File: src/rtl/inst_queue_if.sv
// Fetch/decode-side bundle of the instruction queue: write port, flush, and the
// decode head with valid/ready handshake plus occupancy/overflow status.
interface inst_queue_if #(
   parameter int INST_Q_WIDTH = 97,
   parameter int PTR_WIDTH    = 2
);
   logic                    inst_q_wen;
   logic [INST_Q_WIDTH-1:0] inst_q_wdata;
   logic                    inst_q_wok;
   logic                    bpu_flush;
   logic                    dec_valid;
   logic                    dec_ready;
   logic [31:0]             dec_inst;
   logic [31:0]             dec_cur_pc;
   logic [31:0]             dec_nxt_pc;
   logic                    dec_taken;
   logic [PTR_WIDTH:0]      q_count;
   logic                    q_ovf;

   modport master (
      output inst_q_wen, inst_q_wdata, bpu_flush, dec_ready,
      input  inst_q_wok, dec_valid, dec_inst, dec_cur_pc, dec_nxt_pc, dec_taken,
             q_count, q_ovf
   );

   modport slave (
      input  inst_q_wen, inst_q_wdata, bpu_flush, dec_ready,
      output inst_q_wok, dec_valid, dec_inst, dec_cur_pc, dec_nxt_pc, dec_taken,
             q_count, q_ovf
   );
endinterface

File: src/rtl/inst_queue.sv
// Fetch-to-decode instruction FIFO with registered back-pressure, valid/ready
// head presentation and single-cycle flush on branch misprediction.
module inst_queue #(
   parameter int INST_Q_WIDTH = 97,
   parameter int DEPTH        = 4,
   parameter int PTR_WIDTH    = 2
) (
   input  logic         CLK,
   input  logic         RSTN,
   inst_queue_if.slave  bus
);
   localparam logic [PTR_WIDTH:0] FULL_CNT = (PTR_WIDTH+1)'(DEPTH);

   logic [INST_Q_WIDTH-1:0] mem [DEPTH];
   logic [PTR_WIDTH-1:0]    wr_ptr;
   logic [PTR_WIDTH-1:0]    rd_ptr;
   logic [PTR_WIDTH:0]      count;
   logic                    ovf;
   logic                    wok;
   logic                    valid;
   logic                    wr_acc;
   logic                    rd_acc;
   logic                    wr_drop;
   logic [INST_Q_WIDTH-1:0] head;

   // wok/valid come from registered count only, so fetch sees no combinational path
   assign wok     = (count != FULL_CNT);
   assign valid   = (count != '0);
   assign wr_acc  = bus.inst_q_wen & wok & ~bus.bpu_flush;
   assign rd_acc  = valid & bus.dec_ready & ~bus.bpu_flush;
   assign wr_drop = bus.inst_q_wen & ~wok & ~bus.bpu_flush;
   assign head    = mem[rd_ptr];

   always_ff @(posedge CLK or negedge RSTN) begin
      if (!RSTN) begin
         for (int i = 0; i < DEPTH; i++) mem[i] <= '0;
      end else if (wr_acc) begin
         mem[wr_ptr] <= bus.inst_q_wdata;
      end
   end

   always_ff @(posedge CLK or negedge RSTN) begin
      if (!RSTN) begin
         wr_ptr <= '0;
         rd_ptr <= '0;
         count  <= '0;
      end else if (bus.bpu_flush) begin
         wr_ptr <= '0;
         rd_ptr <= '0;
         count  <= '0;
      end else begin
         if (wr_acc) wr_ptr <= wr_ptr + 1'b1;
         if (rd_acc) rd_ptr <= rd_ptr + 1'b1;
         case ({wr_acc, rd_acc})
            2'b10:   count <= count + 1'b1;
            2'b01:   count <= count - 1'b1;
            default: count <= count;
         endcase
      end
   end

   // Sticky until reset; a flush deliberately leaves it set
   always_ff @(posedge CLK or negedge RSTN) begin
      if (!RSTN)        ovf <= 1'b0;
      else if (wr_drop) ovf <= 1'b1;
   end

   assign bus.inst_q_wok = wok;
   assign bus.dec_valid  = valid;
   assign bus.dec_inst   = head[31:0];
   assign bus.dec_cur_pc = head[63:32];
   assign bus.dec_nxt_pc = head[95:64];
   assign bus.dec_taken  = head[96];
   assign bus.q_count    = count;
   assign bus.q_ovf      = ovf;
endmodule

File: src/flat_wrapper.sv
// flat-port wrapper written by rule: the top's interface ports become plain ports
module inst_queue_flat 
#(
   parameter int INST_Q_WIDTH = 97,
   parameter int DEPTH        = 4,
   parameter int PTR_WIDTH    = 2
)
  (CLK, RSTN, bus_inst_q_wen, bus_inst_q_wdata, bus_bpu_flush, bus_dec_ready, bus_inst_q_wok, bus_dec_valid, bus_dec_inst, bus_dec_cur_pc, bus_dec_nxt_pc, bus_dec_taken, bus_q_count, bus_q_ovf);
  inst_queue_if #(.INST_Q_WIDTH(INST_Q_WIDTH), .PTR_WIDTH(PTR_WIDTH)) bus_i ();
  input  logic CLK;
  input  logic RSTN;
  input wire logic [$bits(bus_i.inst_q_wen)-1:0] bus_inst_q_wen;
  input wire logic [$bits(bus_i.inst_q_wdata)-1:0] bus_inst_q_wdata;
  input wire logic [$bits(bus_i.bpu_flush)-1:0] bus_bpu_flush;
  input wire logic [$bits(bus_i.dec_ready)-1:0] bus_dec_ready;
  output wire logic [$bits(bus_i.inst_q_wok)-1:0] bus_inst_q_wok;
  output wire logic [$bits(bus_i.dec_valid)-1:0] bus_dec_valid;
  output wire logic [$bits(bus_i.dec_inst)-1:0] bus_dec_inst;
  output wire logic [$bits(bus_i.dec_cur_pc)-1:0] bus_dec_cur_pc;
  output wire logic [$bits(bus_i.dec_nxt_pc)-1:0] bus_dec_nxt_pc;
  output wire logic [$bits(bus_i.dec_taken)-1:0] bus_dec_taken;
  output wire logic [$bits(bus_i.q_count)-1:0] bus_q_count;
  output wire logic [$bits(bus_i.q_ovf)-1:0] bus_q_ovf;
  assign bus_i.inst_q_wen = bus_inst_q_wen;
  assign bus_i.inst_q_wdata = bus_inst_q_wdata;
  assign bus_i.bpu_flush = bus_bpu_flush;
  assign bus_i.dec_ready = bus_dec_ready;
  assign bus_inst_q_wok = bus_i.inst_q_wok;
  assign bus_dec_valid = bus_i.dec_valid;
  assign bus_dec_inst = bus_i.dec_inst;
  assign bus_dec_cur_pc = bus_i.dec_cur_pc;
  assign bus_dec_nxt_pc = bus_i.dec_nxt_pc;
  assign bus_dec_taken = bus_i.dec_taken;
  assign bus_q_count = bus_i.q_count;
  assign bus_q_ovf = bus_i.q_ovf;
  inst_queue #(.INST_Q_WIDTH(INST_Q_WIDTH), .DEPTH(DEPTH), .PTR_WIDTH(PTR_WIDTH)) u_core (.CLK(CLK), .RSTN(RSTN), .bus(bus_i));
endmodule
File: config.mk
export PLATFORM = sky130hd
export DESIGN_NAME = inst_queue_flat
export DESIGN_NICKNAME = d
export VERILOG_FILES = /design/src/rtl/inst_queue_if.sv /design/src/rtl/inst_queue.sv /design/src/flat_wrapper.sv
export SDC_FILE = /design/constraint.sdc
export NUM_CORES = 1
export LEC_CHECK = 0
export ABC_AREA = 1
export BUFFER_PORTS_ARGS = -buffer_cell sky130_fd_sc_hd__buf_2
export CORE_MARGIN = 2
export CORE_UTILIZATION = 25
export DETAILED_ROUTE_END_ITERATION = 16
export SYNTH_ARGS = -nofsm -noshare
export SYNTH_HDL_FRONTEND = slang
export SYNTH_SLANG_ARGS = --single-unit
File: constraint.sdc
create_clock -name CLK -period 3.4 [get_ports CLK]
set_input_delay 0.17 -clock CLK [delete_from_list [all_inputs] [get_ports CLK]]
set_output_delay 0.17 -clock CLK [all_outputs]
set_load 0.01 [all_outputs]
==> flow_results.org <==
** Timing
- Setup violations, final :: 0
- For this run, the top clock speed supported by timing is 385 MHz.
- Max-Slew Margin vs Limit :: 0.169
- Worst Tran Pin Value :: 1250 ps
- Period utilization :: 0.764
- The worst path meets setup with 803 ps of slack.
- Total negative slack :: 0 ps
- Unrepaired setup endpoints after global routing :: no
- The final-report max-slew violation count came to 0.
- Final hold analysis gives a worst-case slack of 204 ps.
- The count of endpoints failing hold in the final timing report came to 0.
- Setup skew after layout :: 21.4 ps
- The clock period could shrink to 2600 ps.

** Floorplanning
- Die outline width :: 275 µm
- In this run the core area contains 99 standard-cell rows.
- Starting density of the core :: 0.252
- Pin placement for this block handled about 200 I/O pins.
- The core region is 72,700 µm².
- The die is 275 µm tall.
- Full die area :: 75,400 µm²

** Power and ir drop
- Power density cells :: approximately 700 nW/µm²
- Across the VDD grid, the largest voltage drop is 0.647 mV.
- The internal power of the cells totals 10.7 mW.
- The design draws 15.8 mW.
- Switching component of the power :: 5.08 mW
- Sequential fraction of design power :: 0.425
- Switching power share of the total :: 0.322
- Part of the total power dissipated in the clock network :: 0.341
- Static leakage :: around 11 nW
- Of the total power, combinational logic draws 0.234.

** Placement
- Total cell area at the placement stage :: 20,200 µm²
- Port buffering added 204 buffers.
- Timing analysis after detailed placement gives a worst setup slack of 1020 ps.
- Placer congestion estimate :: 0.737
- Detailed Place HPWL :: 32,200 µm

** CTS
- Once the clock tree was built, the resizer swapped 0 gates to a different size.
- Counting along the longest clock path gives a buffer depth of 3.
- Sink count of the clock tree :: approximately 400
- CTS H-tree depth :: 2
- TritonCTS built the clock tree.
- Total clock buffers created by CTS :: 48
- The later pin in the worst-skew pair is clocked with a latency of 580 ps.
- Clock-pin slew was measured on the worst setup and hold paths at roughly 60 ps.
- In this run the clock root is driven by a clkbuf_16.

** Global route
- In the global route stage, overall resource usage came out at 0.157.
- Entering global routing, the biggest net connects 208 pins.
- Number of global-route vias before repair :: 16,500
- For this run the aggregate overflow at the end of global routing stands at 0.
- The first global-routing pass estimated 94,400 µm of wire.
- The initial antenna violation count was 2.

** Flow run
- Max-Cap Viols :: 0

** Detailed routing
- Routed wirelength normalized by instance count :: 17.2 µm
- The pre-antenna-repair detailed-routing pass consisted of 5 iterations.
- Total number of vias :: 16,700
- Drt via density :: 4.77
- The count of nets left with antenna violations once routing finished came out at 0.
- After detailed routing, the number of remaining DRC violations is 0.
- Final wirelength :: roughly 60,000 µm
- DRC marker count from the first detailed-route iteration :: around 1,200

** Setup path
- Required @ worst endpoint :: 3230 ps
- Type of element capturing the critical path :: output port
- Gate family responsible for the most delay along the worst path :: buffers and inverters
- The worst setup path is launched from a flip-flop.
- Endpoint arrival time on the critical path :: 2430 ps
- In this run the worst path has a maximum fanout of 49.
- Cells along the critical path :: clkinv_2, buf_12, o21ai_0, o22ai_1, buf_2
- Largest stage delay, worst path :: 490 ps
- By startpoint and endpoint, the worst setup path is classified as flip-flop to output port.
- Standard cell with the maximum stage delay on the critical path :: dfrtp_4
- The number of buffers and inverters on the critical path is 3.

** Synthesis
- Of the post-synthesis cell area, the dominant cell type holds 0.541.
- Mapped Cells :: 2,294
- For this run, the number of Yosys warnings is 0.
- Of all cell types, the one taking the most synthesized area is dfrtp_1.
- Unique cell type count in the Yosys netlist :: 26
- Sorting the synthesized cells by area gives the leading types as dfrtp_1, nand2_1, o21ai_0.
- Post-Syn Nets :: 2,401
- Average footprint of a synthesized cell :: 7.98 µm²
- Sequential area share after synthesis :: 0.541
- In this run, synthesis produced a sequential element count of 396.
- Syn Std Cell Area :: 18,300 µm²

** Cells and area
- The layout has around 7,700 filler cells.
- Number of nets in the final layout :: between 2,000 and 3,000
- Compared with the post-synthesis result, the final layout area differs by 24.8%.
- Layout cells sized above 1 :: 0.133
- The finished cells cover 22,800 µm².

** Run status
- The run finished with clean final reports.

** Worst hold path
- The min-delay analysis places its worst path in the category input pin to asynchronous set/reset pin.
-- logic make-up (layout without fill, tap and decap cells) --
group	count (synthesis)	in the layout	share of synthesized area
xor gates and xnor gates	1	1	0.000478
buffers and inverters	202	443	0.0515
DFF	396	396	0.541
and+or+nand+nor	1003	1003	0.209
other	0	1	0
AOI/OAI and AO/OA	687	687	0.195
adders and majority gates	5	5	0.00383
-- routing by layer --
metal | global-route usage | wire length [µm] | up-vias
li1 | - | - | 7977
met1 | 0.204 | 26500 | 8235
met5 | 0 | 30 | -
met2 | 0.266 | 29200 | 389
met4 | 0.0439 | 1170 | 4
met3 | 0.0281 | 3140 | 76
-- per-stage QoR --
stage | cells | utilization
after floorplan | 2294 | -
after global placement | 3309 | 0.277
after detailed placement | 3309 | 0.277
after CTS | 3494 | 0.314
after global routing | 3494 | 0.314
final | 3495 | 0.314
-- synthesized netlist by cell type --
cell type  count
nand2_2        1
buf_2         54
nand2_1      797
nor2_1       196
xor2_1         1
nand3_1        1
nand3b_1       1
inv_2          7
clkbuf_1      97
nand2_4        1
buf_4          6
nor2_2         1
ha_1           4
dfrtp_1      396
clkbuf_2       3
nand3_2        1
nor2_4         4
buf_1         14
o22ai_1       97
fa_1           1
buf_6         12
inv_1          9
o21ai_1      111
o21bai_1       1
o21ai_0      475
a21oi_1        3
-- worst paths after layout --
| check | depth (start not counted) | startpoint | to | slack, ps |
|---|---|---|---|---|
| worst max-delay path | 5 | u_core.rd_ptr[1] | bus_dec_inst[14] | 800 |
| worst max register to register | 6 | u_core.bus.q_count[0] | u_core.mem[382] | 1030 |
| worst min register to register | 2 | u_core.mem[172] | u_core.mem[172] | 470 |
| max in group asynchronous | 3 | RSTN | u_core.mem[338] | 2180 |
| worst min-delay path | 2 | RSTN | u_core.mem[98] | 200 |
| min in group CLK | 4 | bus_inst_q_wdata[9] | u_core.mem[203] | 380 |
-- layout make-up --
cell class                      count  area (µm²)  share of cell area
Sequential cell                   396        9920               0.434
Antenna cell                        1        2.50            0.000110
Clock inverter                     21         283              0.0124
Multi-Input combinational cell   1696        7470               0.327
Timing Repair Buffer              344        2540               0.111
Inverter                           16        73.8             0.00323
Tap cell                          959        1200              0.0525
Clock buffer                       62        1370              0.0598
-- power groups by stage --
stage | logic (mW) | clock network (mW) | registers, mW
2_1_floorplan | 2.30 | 0 | 6.58
3_3_place_gp | 3.56 | 0 | 6.73
3_5_place_dp | 3.63 | 0 | 6.76
4_1_cts | 3.73 | 5.53 | 6.69
5_1_grt | 4.22 | 5.71 | 6.87
6_report | 3.69 | 5.38 | 6.70
-- placed cells by master (no fill, tap or decap), drive strengths merged --
| master | synthesis | final |
|---|---|---|
| nand2 | 799 | 799 |
| o21ai | 586 | 586 |
| dfrtp | 396 | 396 |
| buf | 86 | 242 |
| nor2 | 201 | 201 |
| dlygate4sd3 | 0 | 102 |
| o22ai | 97 | 97 |
| clkbuf | 100 | 62 |
| inv | 16 | 15 |
| clkinv | 0 | 14 |
| bufinv | 0 | 6 |
| ha | 4 | 4 |
| a21oi | 3 | 3 |
| clkinvlp | 0 | 2 |
| nand3 | 2 | 2 |
| diode | 0 | 1 |
| o21bai | 1 | 1 |
| xor2 | 1 | 1 |
| nand3b | 1 | 1 |
| fa | 1 | 1 |
-- registers in the layout, summed over array words and instances (netlist names) --
name,flops
u_core.wr_ptr,2
u_core.bus.q_count,3
u_core.rd_ptr,2
u_core.mem,388
u_core.bus.q_ovf,1
-- repair_timing --
action                    4_1_cts  5_1_grt
hold buffers                  102        0
hold endpoints to repair      471        0
buffers inserted                0        0
(Power assumes the default switching activity.)
